$ cat src/rtl/road_throttle.sv
// Speed controller: accel/brake/coast ramps on frame ticks, crash lockout, scene gating.
// Latency: speed/stopped/crashed registered (1 cycle); road_en combinational from clk_en.
// Backpressure: none; inputs are level/pulse sampled, outputs always valid.
module road_throttle #(
    parameter int         MIN_PERIOD  = 8,
    parameter int         MAX_PERIOD  = 255,
    parameter int         ACC_DIV     = 4,
    parameter int         ACC_STEP    = 2,
    parameter int         BRAKE_STEP  = 8,
    parameter int         COAST_DIV   = 16,
    parameter int         CRASH_TICKS = 120,
    parameter logic [1:0] PLAY_SCENE  = 2'd1
) (
    input  logic       clk,
    input  logic       rst,
    input  logic       clk_en,
    input  logic [1:0] scene,
    input  logic       btn_up,
    input  logic       btn_down,
    input  logic       crash,
    output logic [7:0] speed,
    output logic       road_en,
    output logic       stopped,
    output logic       crashed
);

    typedef enum logic [1:0] {ST_STOP, ST_RUN, ST_CRASH} state_t;
    typedef enum logic [1:0] {M_COAST, M_ACCEL, M_BRAKE} mode_t;

    localparam int DIV_MAX = (COAST_DIV > ACC_DIV) ? COAST_DIV : ACC_DIV;
    localparam int SW      = $clog2(DIV_MAX + 1);
    localparam int LW      = $clog2(CRASH_TICKS + 1);

    localparam logic [8:0] MIN9 = 9'(MIN_PERIOD);
    localparam logic [8:0] MAX9 = 9'(MAX_PERIOD);
    localparam logic [8:0] ACC9 = 9'(ACC_STEP);
    localparam logic [8:0] BRK9 = 9'(BRAKE_STEP);
    localparam logic [7:0] MIN8 = 8'(MIN_PERIOD);
    localparam logic [7:0] MAX8 = 8'(MAX_PERIOD);

    state_t          state_q, state_d;
    mode_t           mode, mode_q, mode_d;
    logic [7:0]      speed_d, step_val;
    logic [8:0]      sum;
    logic [SW-1:0]   step_q, step_d, div_last;
    logic [LW-1:0]   lock_q, lock_d;

    always_ff @(posedge clk) begin
        if (rst) begin
            state_q <= ST_STOP;
            speed   <= MAX8;
            stopped <= 1'b1;
            crashed <= 1'b0;
            step_q  <= '0;
            lock_q  <= '0;
            mode_q  <= M_COAST;
        end else begin
            state_q <= state_d;
            speed   <= speed_d;
            stopped <= (state_d == ST_STOP);
            crashed <= (state_d == ST_CRASH);
            step_q  <= step_d;
            lock_q  <= lock_d;
            mode_q  <= mode_d;
        end
    end

    // Brake dominates when both buttons are held.
    always_comb begin
        if (btn_down)    mode = M_BRAKE;
        else if (btn_up) mode = M_ACCEL;
        else             mode = M_COAST;
    end

    // Saturating step candidate, 9-bit so the carry/borrow is visible.
    always_comb begin
        sum      = {1'b0, speed};
        step_val = speed;
        div_last = SW'(ACC_DIV - 1);
        case (mode)
            M_ACCEL: begin
                sum      = {1'b0, speed} - ACC9;
                step_val = (sum[8] || (sum < MIN9)) ? MIN8 : sum[7:0];
            end
            M_BRAKE: begin
                sum      = {1'b0, speed} + BRK9;
                step_val = (sum > MAX9) ? MAX8 : sum[7:0];
            end
            default: begin
                sum      = {1'b0, speed} + 9'd1;
                step_val = (sum > MAX9) ? MAX8 : sum[7:0];
                div_last = SW'(COAST_DIV - 1);
            end
        endcase
    end

    always_comb begin
        state_d = state_q;
        speed_d = speed;
        step_d  = step_q;
        lock_d  = lock_q;
        mode_d  = mode_q;
        if (scene != PLAY_SCENE) begin
            state_d = ST_STOP;
            speed_d = MAX8;
            step_d  = '0;
            lock_d  = '0;
            mode_d  = M_COAST;
        end else if (crash) begin
            state_d = ST_CRASH;
            speed_d = MAX8;
            step_d  = '0;
            lock_d  = LW'(CRASH_TICKS - 1);
        end else if (clk_en) begin
            case (state_q)
                ST_STOP: begin
                    if (mode == M_ACCEL) begin
                        state_d = ST_RUN;
                        speed_d = MAX8;
                        step_d  = '0;
                        mode_d  = M_ACCEL;
                    end
                end
                ST_RUN: begin
                    if (speed == MAX8 && mode != M_ACCEL) begin
                        state_d = ST_STOP;
                        step_d  = '0;
                        mode_d  = M_COAST;
                    end else if (mode != mode_q) begin
                        step_d = '0;
                        mode_d = mode;
                    end else if (step_q == div_last) begin
                        speed_d = step_val;
                        step_d  = '0;
                    end else begin
                        step_d = step_q + 1'b1;
                    end
                end
                ST_CRASH: begin
                    speed_d = MAX8;
                    if (lock_q == '0) begin
                        state_d = ST_STOP;
                        step_d  = '0;
                        mode_d  = M_COAST;
                    end else begin
                        lock_d = lock_q - 1'b1;
                    end
                end
                default: state_d = ST_STOP;
            endcase
        end
    end

    always_comb road_en = clk_en && (state_q == ST_RUN);

endmodule

$ cat config.mk
export PLATFORM = sky130hd
export DESIGN_NAME = road_throttle
export DESIGN_NICKNAME = d
export VERILOG_FILES = /design/src/rtl/road_throttle.sv
export SDC_FILE = /design/constraint.sdc
export NUM_CORES = 1
export LEC_CHECK = 0
export ABC_AREA = 1
export BUFFER_PORTS_ARGS = -buffer_cell sky130_fd_sc_hd__buf_4
export CORE_MARGIN = 2
export CORE_UTILIZATION = 35
export CTS_CLUSTER_DIAMETER = 100
export DETAILED_ROUTE_END_ITERATION = 16
export GPL_TIMING_DRIVEN = 0
export PLACE_DENSITY = 0.53
export SYNTH_ARGS = -nofsm -noshare
export SYNTH_HDL_FRONTEND = slang
export SYNTH_SLANG_ARGS = --single-unit
export TNS_END_PERCENT = 10
$ cat constraint.sdc
create_clock -name clk -period 2.44 [get_ports clk]
set_input_delay 0.488 -clock clk [delete_from_list [all_inputs] [get_ports clk]]
set_output_delay 0.488 -clock clk [all_outputs]
set_load 0.01 [all_outputs]
==> out/metrics.cfg, run 1 <==
[die]
core_um2 = 6030
fp-row-count = 28
chipHeight_um = 83.4
die_area_um2 = 6960
initial_core_util_pct = 36.6
io_pins = 19
die_x_um = 83.4

[placement]
place_ws_ns = 0.413
portBuffers = 16
place_congestion = 0.933
place_hpwl_um = 4300

[global_route]
grt_pass1_wl_um = 9160
grt_remaining_overflow = 0
antenna_found_initial = 0
grt_pass1_vias = 1981
track_usage_pct = 15.8
grt_max_degree = 16

[worst_hold_path]
min_path_type = input pin to flip-flop

[synthesis]
synth-seq-area-share_pct = 23.6
syn-cell-area_um2 = 2210
yosysWarnings = 0
synthArstFlopShare_pct = 0
synthDominantCellAreaShare_pct = 23.6
ys_ff_latch = 26
synth_edf_count = 0
ys.flop_type = dfxtp_1
syn-num-nets = 376
yosysTopAreaCell = dfxtp_1
synth_cells = 355
synth_cell_types = 38
avgSynthCellArea_um2 = 6.22
synthTopCellsByArea = dfxtp_1 (24%), nand2_1 (19%), nand3_1 (8.4%)

[critical_path]
cp.required_ns = 2.62
cp_top_family = simple AND/OR/NAND/NOR gates
max_stage_delay_ns = 0.49
critPathLaunchType = flip-flop
critical_path.slowest_cell = dfxtp_1
arrival_ns = 2.24
crit_fanout = 7
path_buf_inv = 2
crit_type = flip-flop to flip-flop
end_kind = flip-flop
crit_chain = inv_1, ha_1, nand2_1, inv_1, nand2_1, nand2_1, nand2_1, nand3_1, nand2_1, nor2_1, nor2_1, nand2_1, nand2_1, nand2_1
cpMostUsedCell = nand2_1

[timing]
slew_violations = 0
slew-limit-headroom_pct = 71.7
fin_ws_ns = 0.378
fmax_ghz = 0.485
rsz0062_at_grt = no
fin_worst_skew_ns = 0.00668
setup_viol_count_final = 0
min_period_over_period_pct = 84.5
tns_ns = 0
tightest_slew_ns = 0.425
layout_min_cycle_time_ns = 2.06
hold_viol_final = 0

[detailed_routing]
drtIter0Drc = 98
wl_per_cell_um = 11.8
vias = 2132
vias_per_cell = 4.74
drtPass1Iterations = 4
final_antenna_net_count = 0
wl_um = 5330
drc = 0

[finish]
syn2layout_area_growth_pct = 12.9
final_layout_size_suffix_gt1_share_pct = 16.0
nets = 397
num_antenna_cells = 0

[clock_network]
root_buffer = clkbuf_8
post_cts_buffers = 0
cts.clk_slew.worst_paths_ns = 0.10
numCtsBuffers = 3
clk_path_buf_depth = 2
cts.sinks = 26
tritoncts = yes
hold_buffers = 0
htree_levels = 1
cts_resized = 0
worstSkewPairLatency_ns = 0.28

[status]
outcome = completed

[job]
max-cap-violations = 0

[pwr]
power_density_nw_per_um2 = 380
ir_worst_vdd_mv = 0.229
leakage_nw = 1.23

-- kinds of logic (layout without fill, tap and decap cells) --
group,Yosys count,in the layout,share of synthesized area (%)
AND/OR/NAND/NOR,223,223,47.9
buffers and inverters,54,74,10.4
AO/OA/AOI/OAI,35,35,9.24
flip-flops,26,26,23.6
adder cells (fa/ha/maj),13,13,7.37
XOR/XNOR,4,4,1.59
-- state kept, by name, summed over array words and instances (netlist names) --
signal,count
crashed,1
lock_q,7
mode_q,2
speed,8
state_q,2
step_q,5
stopped,1
-- cell usage after synthesis (2+ instances only) --
master,n
nor2_1,42
dfxtp_1,26
inv_1,39
nor2_2,3
ha_1,13
a21oi_1,16
o21ai_0,8
nand2_4,2
nand3_2,7
o21a_1,2
nor3_1,2
nand2_2,4
nand3b_1,2
o21ai_1,4
nand4_1,4
nand2_1,110
xnor2_1,3
buf_4,3
nor3_4,2
nand3_1,37
inv_2,7
nor2_4,3
-- power by group --
| part | internal (mW) | switching [mW] | leakage, nW | total [mW] |
|---|---|---|---|---|
| Sequential | 0.430 | 0.00536 | 0.211 | 0.436 |
| Clock | 0.220 | 0.148 | 0.0357 | 0.368 |
| Combinational | 0.0529 | 0.0921 | 0.987 | 0.145 |
| Total | 0.703 | 0.245 | 1.23 | 0.949 |
-- final timing paths --
path                                start         end  slack, ns  cells after the start
worst max-delay path             speed[1]    speed[4]       0.38                     14
worst min-delay path                  rst  state_q[0]       0.42                      2
worst max register to register   speed[1]    speed[4]       0.38                     14
worst min register to register  step_q[1]   step_q[1]       0.49                      2
-- routing by layer --
metal / global-route usage, % / share of wire [%] / routed length (um)
met4: 5.28 / 1.7 / 93
met1: 20.4 / 49 / 2620
met3: 1.69 / 1.8 / 96
met5: 0 / 0 / 0
met2: 27.2 / 47 / 2520
-- cell type report --
type | instances | area (um2)
multi-input cells | 275 | 1460
repair buffers | 16 | 120
clock inverters | 1 | 30.0
plain buffers | 6 | 42.5
well taps | 75 | 93.8
clock buffers | 3 | 41.3
flip-flops and latches | 26 | 520
fillers | 687 | 3530
inverters | 48 | 186
-- layout by cell type, fill, tap and decap left out, types with 2 or more instances in the layout --
cell,instances
a21oi_1,16
buf_4,19
clkbuf_8,3
dfxtp_1,26
ha_1,13
inv_1,39
inv_2,7
nand2_1,110
nand2_2,4
nand2_4,2
nand3_1,37
nand3_2,7
nand3b_1,2
nand4_1,4
nor2_1,42
nor2_2,3
nor2_4,3
nor3_1,2
nor3_4,2
o21a_1,2
o21ai_0,8
o21ai_1,4
xnor2_1,3
-- through the flow --
stage | hold WS (ns) | total power, mW | instance area [um2] | instances | util, %
CTS | 0.420 | 0.963 | 2490 | 450 | 41.4
detailed placement | 0.479 | 0.592 | 2420 | 446 | 40.2
finish | 0.422 | 0.949 | 2490 | 450 | 41.4
global placement | 0.475 | 0.591 | 2420 | 446 | 40.2
global route | 0.419 | 0.997 | 2490 | 450 | 41.4
floorplan | 0.457 | 0.553 | 2210 | 355 | -
(Power assumes the default switching activity.)
==> inputs of run 2 (changes only) <==
--- a/config.mk
+++ b/config.mk
@@ -12,7 +12,7 @@
 export CTS_CLUSTER_DIAMETER = 100
 export DETAILED_ROUTE_END_ITERATION = 16
 export GPL_TIMING_DRIVEN = 0
-export PLACE_DENSITY = 0.53
+export PLACE_DENSITY = 0.54
 export SYNTH_ARGS = -nofsm -noshare
 export SYNTH_HDL_FRONTEND = slang
 export SYNTH_SLANG_ARGS = --single-unit
==> constraint.sdc (replaced) <==
create_clock -name clk -period 1.75 [get_ports clk]
set_input_delay 0.35 -clock clk [delete_from_list [all_inputs] [get_ports clk]]
set_output_delay 0.35 -clock clk [all_outputs]
set_load 0.01 [all_outputs]
==> run 2 against run 1 <==
  * Flip-flop and latch count is the same
  * Register-to-register slack worse by 0.37 ns
  * Core utilization rose by 7.5 points
  * Worst hold slack worse by 0.14 ns
  * Die area unchanged
  * Clock power increased by 37%
  * Sequential power up 38%
  * Sequential share of layout area is 2.3 points lower
  * Clock-buffer cell count unchanged
  * Combinational power grew 57%
  * Via count grew 7.4%
  * Routed wire length is 10% higher
==> out/metrics.cfg, run 2 (synthesis results as in run 1) <==
[status]
outcome = completed

[timing]
setup_viol_count_final = 0
min_period_over_period_pct = 99.8
slew-limit-headroom_pct = 71.3
fmax_ghz = 0.573
hold_viol_final = 0
layout_min_cycle_time_ns = 1.75
fin_ws_ns = 0.00341
tightest_slew_ns = 0.431
fin_worst_skew_ns = 0.00237
rsz0062_at_grt = yes
whs_ns = 0.283
slew_violations = 0

[pwr]
intPower_mw = 0.987
p_sw_mw = 0.346
leakage_nw = 1.36
ir_worst_vdd_mv = 0.319
power_frac_seq_pct = 45.1
clkPwrFrac_pct = 37.8
swShare_pct = 25.9
power_density_nw_per_um2 = 452
pwr-share-comb_pct = 17.1

[die]
die_area_um2 = 6960
initial_core_util_pct = 36.6
die_x_um = 83.4
chipHeight_um = 83.4
core_um2 = 6030
fp-row-count = 28
io_pins = 19

[critical_path]
critPathLaunchType = flip-flop
cpMostUsedCell = nand3_2
crit_fanout = 5
arrival_ns = 1.92
cp.required_ns = 1.92
crit_type = flip-flop to flip-flop
reg2reg_depth = 12
max_stage_delay_ns = 0.39
crit_chain = buf_12, clkinv_8, ha_4, nand3_2, nand3_2, nor2_4, nand3_4, buf_6, nand3_2, nand3_2, a21oi_2, nand2_1
critical_path.slowest_cell = dfxtp_4
end_kind = flip-flop

[global_route]
grt_remaining_overflow = 0
grt_pass1_vias = 1963
antenna_found_initial = 0
grt_pass1_wl_um = 9160
grt_max_degree = 16
track_usage_pct = 15.7

[detailed_routing]
vias_per_cell = 4.85
final_antenna_net_count = 0
top_layer = met4
drc = 0
wl_met3_um = 178
drtIter0Drc = 123
drtPass1Iterations = 6
dr_wl_met2_um = 2920
wl_um = 5880
wl_per_cell_um = 12.4
wl_met1_um = 2710
vias = 2289

[clock_network]
numCtsBuffers = 3
clk_path_buf_depth = 2
hold_buffers = 0
cts.sinks = 26
worstSkewPairLatency_ns = 0.27
cts.clk_slew.worst_paths_ns = 0.09
htree_levels = 1
tritoncts = yes
root_buffer = clkbuf_8

[placement]
place_hpwl_um = 4290
portBuffers = 16
place_congestion = 0.927
dpl_cell_area_um2 = 2420
place_ws_ns = -0.284

[finish]
nets = 419
syn2layout_area_growth_pct = 33.4
final_common_cell = nand2_1
largest_register_ffs = 8
top_register = speed
design_area_um2 = 2950
n_fill_cell = 639
reg.largest.list = speed: 8 flops, lock_q: 7 flops, step_q: 5 flops
final_cell_mix = nand2_1 (100), buf_4 (38), inv_1 (34), nand3_1 (33), nor2_1 (32)
num_antenna_cells = 0
final_layout_size_suffix_gt1_share_pct = 34.3

[worst_hold_path]
min_path_type = input pin to flip-flop
hold_depth = 2

[job]
max-cap-violations = 0

## run 2: critical path, delay by kind of cell (launching register included)
family	cells	cell delay [ns]
and+or+nand+nor	7	0.61
buffers and inverters	3	0.34
AOI/OAI and AO/OA	1	0.14
DFF	1	0.39
adders and majority gates	1	0.16
## run 2: layer usage
layer | track usage [%] | vias up
met5 | 0 | -
li1 | - | 1213
met2 | 27.2 | 43
met4 | 3.52 | 0
met1 | 21.2 | 1029
met3 | 1.29 | 4
## run 2: what timing repair did
| item | in CTS | in global routing |
|---|---|---|
| resized for setup | 18 | 71 |
| setup endpoints to repair | 10 | 21 |
| pin swaps | 2 | 24 |
| buffers inserted | 0 | 22 |
## run 2: through the flow
stage / power [mW] / TNS [ns] / cells / utilization [%]
2_1_floorplan: 0.772 / 0 / 355 / -
3_3_place_gp: 0.824 / -1.45 / 446 / 40.2
3_5_place_dp: 0.824 / -1.45 / 446 / 40.2
4_1_cts: 1.33 / -0.0259 / 450 / 42.0
5_1_grt: 1.40 / -0.436 / 472 / 48.9
6_report: 1.33 / 0 / 472 / 48.9
## run 2: path summary, 6_finish.rpt
| path | from | end | slack [ns] |
|---|---|---|---|
| worst min register to register | step_q[0] | step_q[0] | 0.49 |
| worst max register to register | speed[3] | speed[0] | 0.003 |
| worst max-delay path | speed[3] | speed[0] | 0.003 |
| worst min-delay path | rst | state_q[0] | 0.28 |
## run 2: cell type report
class	instances	area [um2]	share of cell area [%]
Sequential cell	26	547	18.6
Buffer	6	68.8	2.34
Inverter	48	206	7.01
Clock inverter	1	30.0	1.02
Multi-Input combinational cell	275	1670	56.7
Timing Repair Buffer	38	289	9.81
Clock buffer	3	41.3	1.40
Tap cell	75	93.8	3.18
## run 2: power by group through the flow
stage | clock (mW) | sequential (mW) | combinational [mW]
after floorplan | 0 | 0.621 | 0.151
after global placement | 0 | 0.621 | 0.203
after detailed placement | 0 | 0.622 | 0.203
after CTS | 0.519 | 0.605 | 0.205
after global routing | 0.541 | 0.603 | 0.256
final | 0.504 | 0.601 | 0.228
